==> src/rtl/pipe_hazard_ctrl_pkg.sv <==
// Shared types and helpers for the pipeline hazard controller: FSM states
// and instruction register-field slicing.
package pipe_hazard_ctrl_pkg;

  localparam int unsigned WORD   = 32;
  localparam logic [31:0] PC_RST = 32'h1c00_0000;

  typedef enum logic [0:0] {
    HZ_RUN = 1'b0,
    HZ_DIV = 1'b1
  } hz_state_e;

  function automatic logic [4:0] rd_of(input logic [14:0] rs);
    return rs[4:0];
  endfunction

  function automatic logic [4:0] rj_of(input logic [14:0] rs);
    return rs[9:5];
  endfunction

  function automatic logic [4:0] rk_of(input logic [14:0] rs);
    return rs[14:10];
  endfunction

endpackage

==> src/rtl/pipe_hazard_ctrl_sat_counter.sv <==
// Saturating up-counter with asynchronous active-low clear; holds at all-ones.
module sat_counter #(
  parameter int unsigned W = 32
) (
  input  logic         clk,
  input  logic         clr,
  input  logic         inc,
  output logic [W-1:0] cnt
);

  always_ff @(posedge clk or negedge clr) begin
    if (!clr) begin
      cnt <= '0;
    end else if (inc && (cnt != '1)) begin
      cnt <= cnt + 1'b1;
    end
  end

endmodule

==> src/rtl/pipe_hazard_ctrl.sv <==
// Stall/flush sequencer for the 5-stage pipeline: load-use, branch redirect,
// data-memory wait and multi-cycle divide, plus stall/flush perf counters.
module pipe_hazard_ctrl
  import pipe_hazard_ctrl_pkg::*;
#(
  parameter int unsigned DIV_CYCLES = 16,
  parameter int unsigned CNT_W      = 32
) (
  input  logic             clk,
  input  logic             rst,
  input  logic [14:0]      id_rs,
  input  logic             id_use_rj,
  input  logic             id_use_rk,
  input  logic [4:0]       ex_rd,
  input  logic             ex_mem_read,
  input  logic             ex_div_start,
  input  logic             br_taken,
  input  logic             mem_req,
  input  logic             mem_ack,
  output logic             pc_en,
  output logic             if_id_en,
  output logic             id_ex_en,
  output logic             ex_mem_en,
  output logic             mem_wb_en,
  output logic             if_id_flush,
  output logic             id_ex_flush,
  output logic             ex_mem_flush,
  output logic             mem_wb_flush,
  output logic             div_busy,
  output logic [CNT_W-1:0] stall_cnt,
  output logic [CNT_W-1:0] flush_cnt
);

  localparam int unsigned DW = (DIV_CYCLES > 2) ? $clog2(DIV_CYCLES - 1) : 1;

  hz_state_e       state;
  logic [DW-1:0]   div_cnt;
  logic            mem_stall;
  logic            load_use;
  logic            br_flush;
  logic            unused_rd;

  assign unused_rd = ^rd_of(id_rs);
  assign mem_stall = mem_req & ~mem_ack;
  assign load_use  = ex_mem_read && (ex_rd != 5'd0) &&
                     ((id_use_rj && (rj_of(id_rs) == ex_rd)) ||
                      (id_use_rk && (rk_of(id_rs) == ex_rd)));
  assign br_flush  = ~mem_stall && (state == HZ_RUN) && br_taken;
  assign div_busy  = (state == HZ_DIV);

  always_comb begin
    pc_en        = 1'b1;
    if_id_en     = 1'b1;
    id_ex_en     = 1'b1;
    ex_mem_en    = 1'b1;
    mem_wb_en    = 1'b1;
    if_id_flush  = 1'b0;
    id_ex_flush  = 1'b0;
    ex_mem_flush = 1'b0;
    mem_wb_flush = 1'b0;
    if (mem_stall) begin
      pc_en        = 1'b0;
      if_id_en     = 1'b0;
      id_ex_en     = 1'b0;
      ex_mem_en    = 1'b0;
      mem_wb_flush = 1'b1;
    end else if (state == HZ_DIV) begin
      pc_en        = 1'b0;
      if_id_en     = 1'b0;
      id_ex_en     = 1'b0;
      ex_mem_flush = 1'b1;
    end else if (br_taken) begin
      // Branch outranks load-use: the ID instruction is wrong-path anyway.
      if_id_flush = 1'b1;
      id_ex_flush = 1'b1;
    end else if (load_use) begin
      pc_en       = 1'b0;
      if_id_en    = 1'b0;
      id_ex_flush = 1'b1;
    end
  end

  always_ff @(posedge clk or negedge rst) begin
    if (!rst) begin
      state   <= HZ_RUN;
      div_cnt <= '0;
    end else if (!mem_stall) begin
      case (state)
        HZ_RUN: begin
          if (ex_div_start) begin
            state   <= HZ_DIV;
            div_cnt <= DW'(DIV_CYCLES - 2);
          end
        end
        HZ_DIV: begin
          if (div_cnt == '0) begin
            state <= HZ_RUN;
          end else begin
            div_cnt <= div_cnt - 1'b1;
          end
        end
        default: state <= HZ_RUN;
      endcase
    end
  end

  sat_counter #(.W(CNT_W)) u_stall_cnt (
    .clk (clk),
    .clr (rst),
    .inc (~pc_en),
    .cnt (stall_cnt)
  );

  sat_counter #(.W(CNT_W)) u_flush_cnt (
    .clk (clk),
    .clr (rst),
    .inc (br_flush),
    .cnt (flush_cnt)
  );

endmodule
==> config.mk <==
export PLATFORM = sky130hd
export DESIGN_NAME = pipe_hazard_ctrl
export DESIGN_NICKNAME = d
export VERILOG_FILES = /design/src/rtl/pipe_hazard_ctrl_pkg.sv /design/src/rtl/pipe_hazard_ctrl_sat_counter.sv /design/src/rtl/pipe_hazard_ctrl.sv
export SDC_FILE = /design/constraint.sdc
export NUM_CORES = 1
export LEC_CHECK = 0
export CORE_MARGIN = 2
export CORE_UTILIZATION = 48
export CTS_CLUSTER_DIAMETER = 40
export DETAILED_ROUTE_END_ITERATION = 16
export PLACE_DENSITY = 0.76
export SYNTH_ARGS = -nofsm -noshare
export SYNTH_HDL_FRONTEND = slang
export SYNTH_HIERARCHICAL = 1
export SYNTH_SLANG_ARGS = --single-unit
==> constraint.sdc <==
create_clock -name clk -period 2.4 [get_ports clk]
set_clock_uncertainty 0.2 [all_clocks]
set_input_delay 0.36 -clock clk [delete_from_list [all_inputs] [get_ports clk]]
set_output_delay 0.36 -clock clk [all_outputs]
set_load 0.01 [all_outputs]
==> flow_summary_export.csv, run 1 <==
group,metric,value,unit
outcome,outcome,"complete, but fails checks",
outcome,failed_checks,"negative setup slack",
sta,min_period,2.421,ns
synthesis,synth_edf_count,0,
synthesis,ys_ff_latch,69,
setup_path,crit_path_end_kind,"flip-flop",
placement,portBuffers,96,
global_route,grt_pass1_vias,3125,
floorplan,die_h,92,µm
synthesis,yosysWarnings,6,
sta,setup_viol,1,
synthesis,syn-cell-area,3717,µm²
floorplan,io_pins,103,
clock_network,clock_latency,0.34,ns
setup_path,cp.arrival,2.43,ns
global_route,grtUsageTotal,22.14,%
sta,hold_viol,0,
floorplan,die_area,8464,µm²
synthesis,ys_seq_area_share,46.45,%
global_route,grt_max_degree,70,
worst_hold_path,hold_depth,1,
placement,gp_congestion,0.9220,
worst_hold_path,min_to,"u_stall_cnt/cnt[31]$_DFFE_PN0P_",
setup_path,startpoint_type,"primary input",
sta,slew_viol_final,0,
floorplan,dieWidth,92,µm
synthesis,synth_nets,390,
floorplan,core_area,7607,µm²
clock_network,htree_levels,3,
setup_path,critPathKind,"primary input to flip-flop",
clock_network,clock_tree.root_cell,"clkbuf_8",
finish,layout_commonest_cell,"clkdlybuf4s50_1",
finish,drive_gt1_share,21.96,%
worst_hold_path,holdCritPathClass,"flip-flop to flip-flop",
setup_path,cp_max_fo,3,
sta,rsz0062_at_grt,"true",
synthesis,postSynthCellCount,358,
routing,ant_nets,0,
synthesis,synth.distinct_cells,43,
synthesis,postSynth.asyncResetShare,100.0,%
finish,finalNetCount,529,
sta,clock.fmax,413.1,MHz
setup_path,r2r_slack,0.16,ns
clock_network,clockBufferDepth,2,
pwr,vdd_drop_max,0.3709,mV
clock_network,cts.clk_slew.worst_paths,0.06,ns
setup_path,worstPathRequired,2.41,ns
setup_path,ff2ff_path_depth,5,
clock_network,cts-buffers-inserted,9,
synthesis,avgSynthCellArea,10.38,µm²
routing,wl_per_cell,15.57,µm
placement,dp_hpwl,6699,µm
routing,drt_iter0_drc,141,
routing,dr.pass1.iters,4,
global_route,grt_pass1_wl,15110,µm
finish,num_antenna_cells,0,
routing,drc,0,
routing,avgViaCountPerCell,5.466,
finish,fillers,586,
routing,dr_total_vias,3296,
setup_path,timing.rr.end,"u_flush_cnt/cnt[24]$_DFFE_PN0P_",
worst_hold_path,hp-start,"u_stall_cnt/cnt[31]$_DFFE_PN0P_",
finish,most-common-layout-cells,"clkdlybuf4s50_1 (74), dfrtp_1 (69), xnor2_1 (49), nand2_1 (35), buf_4 (35)",
global_route,antenna_found_initial,0,
sta,timing.final.ws_setup,-0.02101,ns
setup_path,r2r-start,"u_flush_cnt/cnt[4]$_DFFE_PN0P_",
clock_network,cts_tree,"built",
sta,final.setup.tns,-0.02101,ns
finish,area_growth,45.61,%
synthesis,synthFlopType,"dfrtp_1",
routing,routed_wl,9391,µm
clock_network,cts_sinks,69,
floorplan,start_util,48.87,%
pwr,cellLeakagePower,2.280,nW
sta,whs,0.2922,ns
floorplan,rows,32,
sta,period_share,100.9,%
run,cap_violations,0,
global_route,gr-total-overflow,0,
pwr,p_per_area,606.3,nW/µm²
==> through the flow <==
stage | area [µm²] | util [%] | instances | total power (W) | setup WS, ns
2_1_floorplan | 3752 | - | 358 | 0.001933 | -0.1588
3_3_place_gp | 5036 | 66.20 | 581 | 0.002414 | -0.6301
3_5_place_dp | 5036 | 66.20 | 581 | 0.002446 | -0.7148
4_1_cts | 5231 | 68.77 | 601 | 0.003252 | 0.01545
5_1_grt | 5413 | 71.15 | 603 | 0.003472 | -0.06205
6_report | 5413 | 71.15 | 603 | 0.003282 | -0.02101
==> sequential cells by signal, summed over array words and instances, names as in the netlist <==
name,count
div_cnt,4
u_flush_cnt/cnt,32
div_busy,1
u_stall_cnt/cnt,32
==> kinds of logic after synthesis <==
group	share of synthesized area [%]
adders and majority gates	1.010
other	0.1009
muxes	1.212
buffers and inverters	2.255
DFF	46.45
AOI/OAI and AO/OA	4.881
and+or+nand+nor	27.84
xor gates and xnor gates	16.26
==> what timing repair did <==
action / 4_1_cts / 5_1_grt
resized for setup: 48 / 47
hold endpoints to repair: 69 / 0
setup endpoints to repair: 32 / 25
gates cloned: 0 / 0
buffers inserted: 5 / 2
hold buffers: 1 / 0
pin swaps: 13 / 20
==> worst max-delay path by stage <==
stage               startpoint                         endpoint  slack, ns  cells after the start
floorplan             ex_rd[3]  u_stall_cnt/cnt[29]$_DFFE_PN0P_      -0.16                     10
global placement      ex_rd[3]  u_stall_cnt/cnt[31]$_DFFE_PN0P_      -0.63                     10
detailed placement    ex_rd[2]  u_stall_cnt/cnt[31]$_DFFE_PN0P_      -0.71                     10
CTS                    mem_ack                     ex_mem_flush       0.02                      6
global route          ex_rd[1]  u_stall_cnt/cnt[13]$_DFFE_PN0P_      -0.06                     12
finish                ex_rd[1]  u_stall_cnt/cnt[15]$_DFFE_PN0P_      -0.02                     11
==> per-layer routing <==
layer  GRT usage, %  share of wire (%)  up-vias  routed length, µm
met2          36.09                 49      102               4636
li1               -                  -     1574                  -
met5              0                  0        -                  0
met4          6.716               0.83        0                 78
met3          5.259                4.9        8                460
met1          29.50                 45     1612               4216
==> synth_stat cells (2+ instances only) <==
master	number	area (µm²)
nand2_2	2	12.51
inv_1	9	33.78
o31ai_4	2	42.54
a21oi_1	4	20.02
buf_6	2	22.52
nand2b_1	2	12.51
ha_1	3	37.54
mux2_1	2	22.52
nand2_1	35	131.4
o211ai_1	6	45.04
nor2b_1	2	12.51
buf_4	2	15.01
nand3_1	34	170.2
or4_4	4	45.04
nand4_1	31	193.9
xnor2_1	50	437.9
nor3_1	8	40.04
nor4_2	3	37.54
nor4_4	2	42.54
nor4_1	7	43.79
nor2_1	20	75.07
clkbuf_1	2	7.510
nand3_2	2	20.02
nand3b_1	2	15.01
xor2_1	19	166.4
and3_1	4	25.02
a31oi_1	3	18.77
nor3_2	4	40.04
dfrtp_1	69	1727
nand4_2	2	25.02
mux2_2	2	22.52
and4_1	8	70.07
==> report_power, final <==
group	total, W	switching (W)	internal [W]	leakage (nW)
clock	0.000792	0.000424	0.000368	0.0792
sequential	0.00151	0.000210	0.00130	0.925
combinational	0.000979	0.000458	0.000521	1.28
==> worst max-delay path: stages <==
cell and delay [ns]:
buf_12 0.11, xor2_4 0.18, nor4_4 0.31, a32oi_4 0.18
o31ai_4 0.29, and3_4 0.25, nor2b_1 0.13, buf_4 0.14
buf_6 0.12, nand3_4 0.07, mux2_4 0.30
==> layout make-up <==
cell class	instances	area, µm²	area share, %
Clock inverter	4	26.28	0.4854
Inverter	9	33.78	0.6241
Multi-Input combinational cell	273	2123	39.23
Tap cell	102	127.6	2.358
Timing Repair Buffer	135	1244	22.98
Clock buffer	11	131.4	2.427
Sequential cell	69	1727	31.90
Note: power is estimated with default switching activity, not from simulation.
==> inputs of run 2 (changes only) <==
--- a/config.mk
+++ b/config.mk
@@ -10,6 +10,7 @@
 export CTS_CLUSTER_DIAMETER = 40
 export DETAILED_ROUTE_END_ITERATION = 16
 export PLACE_DENSITY = 0.76
+export RECOVER_POWER = 50
 export SYNTH_ARGS = -nofsm -noshare
 export SYNTH_HDL_FRONTEND = slang
 export SYNTH_HIERARCHICAL = 1
==> flow_summary_export.csv, run 2 (synthesis gave the netlist of run 1 again) <==
group,metric,value,unit
sta,worst_pin_slew,0.9180,ns
routing,ant_nets,0,
routing,drt_iter0_drc,155,
routing,dr_total_vias,3284,
finish,area_growth,45.17,%
floorplan,rows,32,
clock_network,clockBufferDepth,2,
sta,timing.final.ws_setup,-0.01990,ns
sta,final.setup.tns,-0.01990,ns
routing,routed_wl,9339,µm
global_route,grt_pass1_vias,3125,
finish,fillers,590,
sta,hold_viol,0,
sta,setup_viol,1,
finish,stdcell_area,5396,µm²
sta,clock.fmax,413.2,MHz
setup_path,critPathKind,"primary input to flip-flop",
floorplan,die_h,92,µm
finish,finalNetCount,529,
clock_network,clock_latency,0.34,ns
global_route,antenna_found_initial,0,
pwr,total_power,0.003264,W
floorplan,start_util,48.87,%
global_route,top_usage_layer,"met2",
clock_network,cts-buffers-inserted,9,
outcome,failed_checks,"negative setup slack",
floorplan,core_area,7607,µm²
setup_path,cp.arrival,2.43,ns
setup_path,cp_max_fo,3,
placement,portBuffers,96,
pwr,vdd_drop_max,0.3704,mV
placement,gp_congestion,0.9220,
finish,layout_commonest_cell,"dfrtp_1",
routing,drc,0,
global_route,gr-total-overflow,0,
setup_path,slowest_stage,"nor4_4",
global_route,grt_max_degree,70,
setup_path,crit_path_end_kind,"flip-flop",
finish,most-common-layout-cells,"dfrtp_1 (69), xnor2_1 (49), clkdlybuf4s50_1 (47), nand2_1 (35), buf_4 (34)",
floorplan,io_pins,103,
sta,period_share,100.8,%
finish,num_antenna_cells,0,
pwr,p_per_area,604.9,nW/µm²
setup_path,cp_cell_sequence,"buf_12, xor2_4, nor4_4, a32oi_4, o31ai_4, and3_4, nor2b_1, buf_4, buf_6, nand3_4, mux2_4",
clock_network,cts_sinks,69,
global_route,grt_use_met3,5.259,%
outcome,outcome,"complete, but fails checks",
setup_path,startpoint_type,"primary input",
routing,wl_per_cell,15.49,µm
run,cap_violations,0,
floorplan,dieWidth,92,µm
placement,placed_cell_area,5036,µm²
global_route,grt_pass1_wl,15110,µm
routing,avgViaCountPerCell,5.446,
sta,rsz0062_at_grt,"true",
setup_path,worstPathRequired,2.41,ns
sta,min_period,2.420,ns
placement,place_worst_setup_slack,-0.7148,ns
floorplan,die_area,8464,µm²
finish,reg_top3,"u_flush_cnt/cnt: 32 flops, u_stall_cnt/cnt: 32 flops, div_cnt: 4 flops",
finish,drive_gt1_share,21.76,%
clock_network,cts.clk_slew.worst_paths,0.06,ns
sta,slew_viol_final,0,
global_route,grt_util_met1,29.50,%
placement,dp_hpwl,6699,µm
worst_hold_path,holdCritPathClass,"flip-flop to flip-flop",
sta,slew_headroom,38.80,%
global_route,met2_usage,36.09,%
setup_path,critPathMaxStageDelay,0.31,ns
clock_network,clock_tree.root_cell,"clkbuf_8",
routing,dr.pass1.iters,4,
clock_network,cts_tree,"built",
pwr,cellLeakagePower,2.359,nW
clock_network,htree_levels,3,
global_route,grtUsageTotal,22.14,%
[run 2: cell count changes in the layout (fill, tap and decap cells not counted), sizes merged]
cell,delta
buf,-2
clkdlybuf4s50,-27
clkbuf,+2
dlygate4sd3,+27
[run 2: critical path, delay by kind of cell]
kind | cells | cell delay [ns]
mux | 1 | 0.30
buf+inv | 3 | 0.37
xor+xnor | 1 | 0.18
compound gates | 2 | 0.47
simple gates | 4 | 0.76
[run 2: repair_timing]
| item | 4_1_cts | 5_1_grt |
|---|---|---|
| cloned | 0 | 0 |
| setup buffers | 5 | 2 |
| hold endpoints to repair | 69 | 0 |
| setup endpoints to repair | 32 | 25 |
| resized for setup | 48 | 47 |
| hold buffers | 1 | 0 |
| pin swaps | 13 | 20 |
[run 2: path summary, 6_finish.rpt]
| kind | startpoint | end | slack, ns | cells after the start |
|---|---|---|---|---|
| max | ex_rd[1] | u_stall_cnt/cnt[15]$_DFFE_PN0P_ | -0.02 | 11 |
| min | u_stall_cnt/cnt[31]$_DFFE_PN0P_ | u_stall_cnt/cnt[31]$_DFFE_PN0P_ | 0.29 | 1 |
| max reg2reg | u_flush_cnt/cnt[4]$_DFFE_PN0P_ | u_flush_cnt/cnt[24]$_DFFE_PN0P_ | 0.16 | 5 |
| min reg2reg | u_stall_cnt/cnt[31]$_DFFE_PN0P_ | u_stall_cnt/cnt[31]$_DFFE_PN0P_ | 0.29 | 1 |
| max in group asynchronous | rst | u_flush_cnt/cnt[4]$_DFFE_PN0P_ | 0.80 | 3 |
| min in group asynchronous | rst | u_stall_cnt/cnt[21]$_DFFE_PN0P_ | 0.60 | 3 |
[run 2: cell type report]
cell class / instances / area (µm²) / share of cell area (%)
clock buffer: 11 / 131.4 / 2.434
clock inverter: 4 / 26.28 / 0.4869
timing repair buffer: 135 / 1227 / 22.75
sequential: 69 / 1727 / 32.00
tap: 102 / 127.6 / 2.365
inverter: 9 / 33.78 / 0.6260
multi-input combinational: 273 / 2123 / 39.35
[run 2: per-layer routing]
layer / up-vias / routed length [µm]
met5: - / 0
met4: 0 / 79
met3: 8 / 439
met2: 88 / 4639
met1: 1605 / 4180
li1: 1583 / -
[run 2: through the flow]
step                std cells  utilization, %  hold slack (ns)
detailed placement        581           66.20           0.2097
global placement          581           66.20           0.2100
CTS                       601           68.77           0.2962
global route              603           70.94           0.3336
floorplan                 358               -          -0.1356
finish                    603           70.94           0.2866
[run 2: report_power, final]
part	total [W]	leakage, nW	switching [W]	internal (W)
registers	0.00151	0.925	0.000209	0.00130
clock network	0.000791	0.0792	0.000423	0.000368
logic	0.000963	1.35	0.000458	0.000506
total	0.00326	2.36	0.00109	0.00217
==> inputs of run 3 (changes only) <==
--- a/config.mk
+++ b/config.mk
@@ -7,7 +7,7 @@
 export LEC_CHECK = 0
 export CORE_MARGIN = 2
 export CORE_UTILIZATION = 48
-export CTS_CLUSTER_DIAMETER = 40
+export CTS_CLUSTER_DIAMETER = 50
 export DETAILED_ROUTE_END_ITERATION = 16
 export PLACE_DENSITY = 0.76
 export RECOVER_POWER = 50
==> results of run 3 <==
Same layout as run 2: the final DEF is identical, and so are final timing and power.
==> edit 1: new RTL, settings of run 1 <==
`CNT_W`: 32 -> 64.
--- a/src/rtl/pipe_hazard_ctrl.sv
+++ b/src/rtl/pipe_hazard_ctrl.sv
@@ -4,7 +4,7 @@
   import pipe_hazard_ctrl_pkg::*;
 #(
   parameter int unsigned DIV_CYCLES = 16,
-  parameter int unsigned CNT_W      = 32
+  parameter int unsigned CNT_W      = 64
 ) (
   input  logic             clk,
   input  logic             rst,
Interface: changed (resized flush_cnt and stall_cnt); port bits go from 103 to 167. The function was not compared with the original's and may differ.
==> edit 1 against run 1 <==
The flow still finishes with violations (negative setup slack). Area after synthesis grew 88%. Non-clock buffer count grew 198. Cell area grew 110%. Setup slack lost 130 ps. Sequential cell count grew 64. Routed wire length grew to 2.6 times the old value. Total power grew 120%. Cell count grew 100%. Via count grew 120%. Count of clock-buffer cells in the layout grew 10. Critical endpoint is now u_flush_cnt/cnt[60]. Largest cell class unchanged. Largest power group is now clock.
==> edit 1: results (changes against run 1) <==
run_status:
  status: "finished, violations left"
  failed_checks: "negative setup slack"
critical_path:
  r2r_end: "u_flush_cnt/cnt[60]"
  r2r_start: "u_flush_cnt/cnt[0]"
  ff2ff_path_depth: 10  # +5
  critPathArrivalTime_ps: 2660  # +230 ps
power:
  comb_cell_power_mw: 1.57  # +60%
global_route:
  grt_util_met2_pct: 49.69  # +14 points
  grt_use_met3_pct: 5.326  # +0.068 points
  grt_pass1_wl_mm: 36.61  # +140%
  grt_usage_pct: 29.08  # +6.9 points
floorplan:
  fp.dieW_microns: 124.8  # +36%
place:
  port_buffers: 160  # +67%
  dp_hpwl_mm: 15.57  # +130%
cells_and_area:
  fill_cells: 815  # +39%
  top_regs: "u_flush_cnt/cnt (64), u_stall_cnt/cnt (64), div_cnt (4)"
  finalNetCount: 1063  # +100%
routing:
  met1_length_mm: 9.624  # +130%
  wl_met2_mm: 12.51  # +170%
  drtPass1Iterations: 6  # +2
clock_network:
  cts_buffers: 17  # +8
  htree_num_levels: 4  # +1
min_path:
  worstHoldPathType: "in2async"
timing:
  finalSetupViolations: 34  # +33
  worst_slack_ps: -147.1  # -126.1 ps
logic_synthesis:
  synth_nets: 720  # +85%
  synth_seq_area_share_pct: 47.53  # +1.1 points
edit 1: changes by cell type after synthesis, moves of 16 or more:
| cell | delta |
|---|---|
| nor4_1 | +26 |
| nand3_1 | +16 |
| nand4_1 | +30 |
| dfrtp_1 | +64 |
| xor2_1 | +52 |
| nand2_1 | +46 |
| nor3_1 | +34 |
edit 1: final cells by class:
| cell class | count | area (sq um) | area share (%) |
|---|---|---|---|
| multi-input combinational | 527 | 4048 | 35.66 |
| sequential | 133 | 3347 | 29.49 |
| timing repair buffer | 333 | 2954 | 26.03 |
| clock buffer | 21 | 480.5 | 4.233 |
| tap | 184 | 230.2 | 2.028 |
| clock inverter | 11 | 220.2 | 1.940 |
| inverter | 19 | 71.32 | 0.6283 |
edit 1: timing repair:
item	CTS	global route
buffers inserted	10	31
hold buffers	1	0
pin swaps	18	38
gates resized for setup	63	81
hold endpoints to repair	32	0
gates cloned	2	0
endpoints found under the setup margin	81	98
==> edit 2: new RTL, flow settings as in run 1 <==
Without the edit above. Register the output `flush_cnt`, with the module's reset; this adds one clock of latency there. The other outputs are not delayed to match.
--- a/src/rtl/pipe_hazard_ctrl.sv
+++ b/src/rtl/pipe_hazard_ctrl.sv
@@ -32,6 +32,8 @@
 );
 
   localparam int unsigned DW = (DIV_CYCLES > 2) ? $clog2(DIV_CYCLES - 1) : 1;
+
+  logic [CNT_W-1:0] flush_cnt_d;
 
   hz_state_e       state;
   logic [DW-1:0]   div_cnt;
@@ -115,7 +117,15 @@
     .clk (clk),
     .clr (rst),
     .inc (br_flush),
-    .cnt (flush_cnt)
+    .cnt (flush_cnt_d)
   );
 
+  always_ff @(posedge clk or negedge rst) begin
+    if (!rst) begin
+      flush_cnt <= '0;
+    end else begin
+      flush_cnt <= flush_cnt_d;
+    end
+  end
+
 endmodule
Formal check against the unedited RTL: not equivalent (a bounded check fails within 4 cycles, from zero or initial values and one cycle with rst low).
==> edit 2 against run 1 <==
Sequential cell count rose by 32. Combinational power rose by 4%. Setup slack improved by 64 ps. Routed wire length rose by 9.4%. Total power rose by 29%. Area after synthesis rose by 21%. Cell area rose by 13%. Critical path type unchanged. Critical endpoint is now u_stall_cnt/cnt[31].
==> edit 2: results (changes against run 1) <==
logic_synthesis:
  synth_nets: 420  # +7.7%
  synthTopCellsByArea: "dfrtp_1 56%, xnor2_1 9.7%, nand4_1 4.4%"
  yosysUniqueCellTypes: 43  # unchanged
  synth_seq_area_share_pct: 56.02  # +9.6 points
  synth_common_cells: "101 x dfrtp_1, 50 x xnor2_1, 35 x nand2_1"
global_route:
  grt_max_degree: 56  # -20%
  antenna_found_initial: 0  # unchanged
  grt_usage_pct: 21.04  # -1.1 points
  grt_pass1_wl_mm: 16.88  # +12%
  grt_pass1_vias: 3430  # +9.8%
cells_and_area:
  fill_cells: 719  # +23%
  finalNetCount: 555  # +4.9%
  top_regs: "flush_cnt (32), u_flush_cnt/cnt (32), u_stall_cnt/cnt (32)"
  drive_above_1_share_pct: 19.70  # -2.3 points
power:
  p_leak_nw: 2.675  # +17%
  vdd_drop_max_v: 0.0005512  # +49%
clock_network:
  clk_pin_slew_ps: 100  # +40 ps
  cts_root_buf: "clkbuf_8"
  cts_buffers: 9  # unchanged
  htree_num_levels: 3  # unchanged
  clk_path_buf_depth: 2  # unchanged
  clock_latency_ps: 370  # +30 ps
run_status:
  status: "completed"
place:
  globalplace.congestion: 0.8598  # -6.7%
  dp_hpwl_mm: 7.463  # +11%
  place_ws_ps: -717.9  # -3.142 ps
  port_buffers: 96  # unchanged
min_path:
  worstHoldPathType: "in2async"
timing:
  hold_viol_final: 0  # unchanged
critical_path:
  critPathArrivalTime_ps: 2410  # -20 ps
  path_max_fanout: 4  # +1
routing:
  drtIter0Drc: 134  # -5.0%
  detail_route.wl_per_cell_microns: 16.08  # +3.3%
  vias: 3483  # +5.7%
==> edit 2: cell types whose count changed in the layout (fill, tap and decap cells not counted), sizes merged, moves of 2 or more <==
cell	change
buf	-3
clkbuf	-2
clkdlybuf4s15	+2
dfrtp	+32
dlymetal6s2s	-3
==> edit 2: layer usage <==
layer  track usage, %  vias up  share of wire [%]
met5                0        -                  0
met4            6.549        0                1.0
met3            3.814       10                4.2
met2            34.56       95                 50
li1                 -     1659                  -
met1            28.57     1719                 45
==> edit 2: area by class of cell <==
type	count	area (sq um)	area share (%)
multi-input cells	272	2036	33.14
flip-flops and latches	101	2527	41.15
clock buffers	10	127.6	2.078
repair buffers	131	1202	19.58
clock inverters	6	80.08	1.304
inverters	8	30.03	0.4889
well taps	111	138.9	2.261
==> edit 2: path summary, 6_finish.rpt <==
path	startpoint	endpoint	slack, ps	depth (start not counted)
setup / recovery	id_rs[12]	u_stall_cnt/cnt[31]	40	12
max in group asynchronous	rst	flush_cnt[9]	1130	3
min in group clk	u_flush_cnt/cnt[31]	flush_cnt[31]	250	0
hold / removal	rst	u_stall_cnt/cnt[28]	230	2
hold reg to reg	u_flush_cnt/cnt[31]	flush_cnt[31]	250	0
setup reg to reg	u_stall_cnt/cnt[4]	u_stall_cnt/cnt[24]	140	5
==> edit 2: power breakdown <==
group	internal, mW	leakage (nW)	switching (mW)	total [mW]
Clock	0.501	0.100	0.615	1.12
Sequential	1.88	1.36	0.210	2.09
Combinational	0.543	1.21	0.473	1.02
==> edit 2: cell families (layout without fill, tap and decap cells) <==
family	Yosys count	after routing	synth area share (%)
AOI/OAI and AO/OA	20	20	3.855
xor gates and xnor gates	70	70	13.59
adders and majority gates	3	3	0.8320
buffers and inverters	15	155	1.775
DFF	101	101	56.02
muxes	4	4	0.9983
other	1	1	0.08311
and+or+nand+nor	174	174	22.85
==> edit 2: worst max-delay path: stages <==
cell     delay (ps)
buf_6           100
xor2_2          160
nor4_2          300
a32oi_2         170
buf_4           160
o31ai_4         200
and3_4          240
buf_6           100
nand3_4         100
nor4_1          290
nand2_1         100
xnor2_1         140
==> edit 2: metrics by stage <==
stage	hold WS, ps	total power, mW	instance area (sq um)	instances	utilization, %
after detailed placement	80.25	3.079	5837	619	63.47
after floorplan	-135.6	2.540	4547	388	-
final	229.2	4.220	6142	639	66.79
after global routing	256.8	4.422	6142	639	66.79
after global placement	79.86	3.039	5837	619	63.47
after CTS	221.0	4.245	6128	640	66.64
==> edit 2: what timing repair did <==
| action | 4_1_cts | 5_1_grt |
|---|---|---|
| setup buffers | 4 | 0 |
| pin swaps | 21 | 7 |
| endpoints found under the setup margin | 33 | 15 |
| hold endpoints to repair | 21 | 0 |
| resized for setup | 73 | 12 |
| hold buffers | 1 | 0 |
